$ cat config.mk
export PLATFORM = sky130hd
export DESIGN_NAME = bcd_encoder
export DESIGN_NICKNAME = d
export VERILOG_FILES = /design/src/rtl/bcd_encoder.sv
export SDC_FILE = /design/constraint.sdc
export NUM_CORES = 1
export LEC_CHECK = 0
export BUFFER_PORTS_ARGS = -buffer_cell sky130_fd_sc_hd__buf_2
export CAP_MARGIN = 20
export CORE_AREA = 8 8 45 47
export DETAILED_ROUTE_END_ITERATION = 12
export DIE_AREA = 0 0 53 55
export GPL_ROUTABILITY_DRIVEN = 0
export SLEW_MARGIN = 30
export SYNTH_ARGS = -nofsm -noshare
export SYNTH_HDL_FRONTEND = slang
export SYNTH_SLANG_ARGS = --single-unit
$ cat constraint.sdc
create_clock -name clk -period 0.9 [get_ports clk]
set_input_delay 0.18 -clock clk [delete_from_list [all_inputs] [get_ports clk]]
set_output_delay 0.18 -clock clk [all_outputs]
set_load 0.1 [all_outputs]
$ cat src/rtl/bcd_encoder.sv
// Registered binary-to-BCD converter.
// Shift-and-add-3 core feeding a single output register stage.
module bcd_encoder #(
  parameter int BIN_W  = 4,
  parameter int DIGITS =
    ((BIN_W * 30103 + 99999) / 100000 < 2) ? 2 :
    ((BIN_W * 30103 + 99999) / 100000)
) (
  input  logic                  clk,
  input  logic                  rst_n,
  input  logic [BIN_W-1:0]      bin,
  output logic [3:0]            bcd,
  output logic [3:0]            bcd_tens,
  output logic [4*DIGITS-1:0]   bcd_all,
  output logic                  ovf,
  output logic                  valid
);

  localparam int W = 4 * DIGITS + BIN_W;

  logic [W-1:0]          sh;
  logic [4*DIGITS-1:0]   conv;
  logic [BIN_W+3:0]      binx;
  logic                  big;

  // Digits sit above the binary field; bits shift up into them MSB first.
  always_comb begin
    sh = {{(4*DIGITS){1'b0}}, bin};
    for (int i = 0; i < BIN_W; i++) begin
      for (int d = 0; d < DIGITS; d++) begin
        if (sh[BIN_W+4*d +: 4] >= 4'd5)
          sh[BIN_W+4*d +: 4] = sh[BIN_W+4*d +: 4] + 4'd3;
      end
      sh = sh << 1;
    end
    conv = sh[W-1:BIN_W];
  end

  // Widened so the compare against 9 is legal for narrow inputs.
  assign binx = {4'b0000, bin};
  assign big  = (binx > (BIN_W+4)'(9));

  always_ff @(posedge clk) begin
    if (!rst_n) begin
      bcd_all  <= '0;
      bcd      <= '0;
      bcd_tens <= '0;
      ovf      <= 1'b0;
      valid    <= 1'b0;
    end else begin
      bcd_all  <= conv;
      bcd      <= conv[3:0];
      bcd_tens <= conv[7:4];
      ovf      <= big;
      valid    <= 1'b1;
    end
  end

endmodule

==> results.ini <==
[outcome]
outcome=finished, violations left
violations=setup timing

[synthesis]
syn_inst=37
yosysSeqAreaShare_pct=38.6
synth.distinct_cells=14
yosysWarnings=0
synth_area_sq_um=363
ys_ff_latch=7
avgSynthCellArea_sq_um=9.81

[sta]
finalCriticalPeriod_ns=0.974
rsz0062_at_grt=true
hold_viol_final=0
fmax_mhz=1030
fin_crit_sh_pct=108
finalSetupViolCount=12
worst_hold_slack_ns=0.125
setup_slack_ns=-0.0736
drv_slew=0

[placed_design]
dp_hpwl_um=632
place_ws_ns=-0.230
dpl.cell_count=66
io_buffers=17

[detailed_routing]
drt_iter0_markers=5
drcViolationCount=0
route.antenna.remaining_nets=0
first_pass_iters=2
via_per_inst=3.86
vias=270
routedWlPerCell_um=9.90
wirelength_um=693

[cts]
cts_resized=0
cts_max_level=1
clockBufferDepth=2
numClockSinks=7
cts-buffers-inserted=3
clk_pin_slew_ns=0.05
holdBufCountCts=0
root_buffer=clkbuf_4
cts_tree=built

[worst_setup_path]
critPathRequiredTime_ns=0.72
cpMaxStageDelayCell=dfxtp_4
startpoint=bcd_all[0]
crit_path_max_incr_delay_ns=0.37
cp_top_family=flip-flops
crit_type=reg -> out
path_depth=1
worstPathCellList=buf_12
cp_max_fo=2
arrival_ns=0.79
cp-end-kind=output pin
cp-endpoint=bcd[0]
critical_path_buf_inv_count=1
startpoint_type=flop

[global_route]
antenna_found_initial=0
grt_start_max_net_pins=9
grt_overflow=0
gr-usage-all-layers_pct=5.14
grt_pass1_vias=247
grt_first_pass_wirelength_mm=1.06

[floorplan]
initial_core_util_pct=26.2
io_pins=24
coreArea_sq_um=1380
rows=14
die_h_um=55
die_w_um=53
die-area_sq_um=2920

[power]
p_seq_share_pct=28.2
cellLeakagePower_nw=0.317
clkPwrFrac_pct=22.0
switching_power_uw=583
combinationalPowerShare_pct=49.9
ir_drop_mv=0.666
switching_share_pct=45.7
p_total_mw=1.28
intPower_uw=692
powerDensity_nw_per_um2=1820

[layout]
fin_cells=70
synthToLayoutAreaGrowth_pct=92.8
fillers=123
finalNetCount=64
fin_util_pct=50.5
diodes=0
drive_gt1_share_pct=66.7

[worst_hold_path]
worstHoldPathType=in -> reg

[job]
max-cap-violations=0

[layout by cell type (no fill, tap or decap)]
master and count:
buf_12 12, conb_1 6, dfxtp_4 5, buf_2 5
clkbuf_4 3, nand2b_1 2, nand2_1 2, mux2i_1 2
ha_4 2, dfxtp_2 2, buf_4 2, inv_6 1
inv_12 1, inv_2 1, nor2_2 1, o211a_1 1
and2b_1 1, and2_1 1, o221a_1 1, a21oi_4 1
ha_1 1, clkbuf_1 1
[layer usage]
layer	wire, um	global-route usage (%)	up-vias
met4	22	6.47	0
met2	375	8.20	13
li1	-	-	136
met1	202	4.41	119
met3	93	2.14	2
met5	0	0	-
[worst min-delay path by stage]
| stage | from | endpoint | cells past startpoint | slack, ns |
|---|---|---|---|---|
| finish | rst_n | valid | 1 | 0.12 |
| global route | rst_n | valid | 1 | 0.12 |
| CTS | rst_n | valid | 1 | 0.12 |
| detailed placement | rst_n | valid | 1 | 0.38 |
| global placement | rst_n | valid | 1 | 0.38 |
| floorplan | rst_n | valid | 0 | 0.21 |
[state kept, by name (all words and copies together) (netlist names)]
name,count
bcd_all,4
valid,1
bcd,1
ovf,1
[what timing repair did]
item	CTS	global route
setup endpoints to repair	12	12
setup buffers	0	0
pin swaps	0	0
[through the flow]
step	setup TNS (ns)	cell area, sq um
2_1_floorplan	-0.233	505
3_3_place_gp	-0.838	673
3_5_place_dp	-0.862	673
4_1_cts	-0.884	699
5_1_grt	-1.11	699
6_report	-0.775	699
[synth_stat cells (all sizes together)]
cell | number | area (sq um)
and2 | 1 | 6.26
o211a | 1 | 10.0
mux2i | 2 | 20.0
dfxtp | 7 | 140
a21oi | 1 | 8.76
nand2b | 2 | 12.5
buf | 11 | 82.6
ha | 3 | 37.5
nor2 | 1 | 3.75
o221a | 1 | 11.3
inv | 3 | 11.3
and2b | 1 | 7.51
nand2 | 2 | 7.51
conb | 1 | 3.75
[power groups by stage]
stage	clock network, mW	logic, mW	registers, mW
3_3_place_gp	0	0.636	0.365
5_1_grt	0.316	0.654	0.362
2_1_floorplan	0	0.366	0.507
4_1_cts	0.291	0.639	0.360
3_5_place_dp	0	0.639	0.366
6_report	0.280	0.636	0.359
[area by class of cell]
cell class | count | area, sq um | area share, %
Tap cell | 16 | 20.0 | 2.86
Sequential cell | 7 | 161 | 23.1
Clock buffer | 4 | 26.3 | 3.76
Timing Repair Buffer | 19 | 280 | 40.1
Inverter | 3 | 28.8 | 4.11
Multi-Input combinational cell | 21 | 183 | 26.1
[cells by family after synthesis]
family | count (synthesis) | share of synthesized area, %
buffers and inverters | 14 | 25.9
and+or+nand+nor | 7 | 10.3
DFF | 7 | 38.6
AOI/OAI and AO/OA | 3 | 8.28
adders and majority gates | 3 | 10.3
muxes | 2 | 5.52
other | 1 | 1.03
Note: power is estimated with default switching activity, not from simulation.
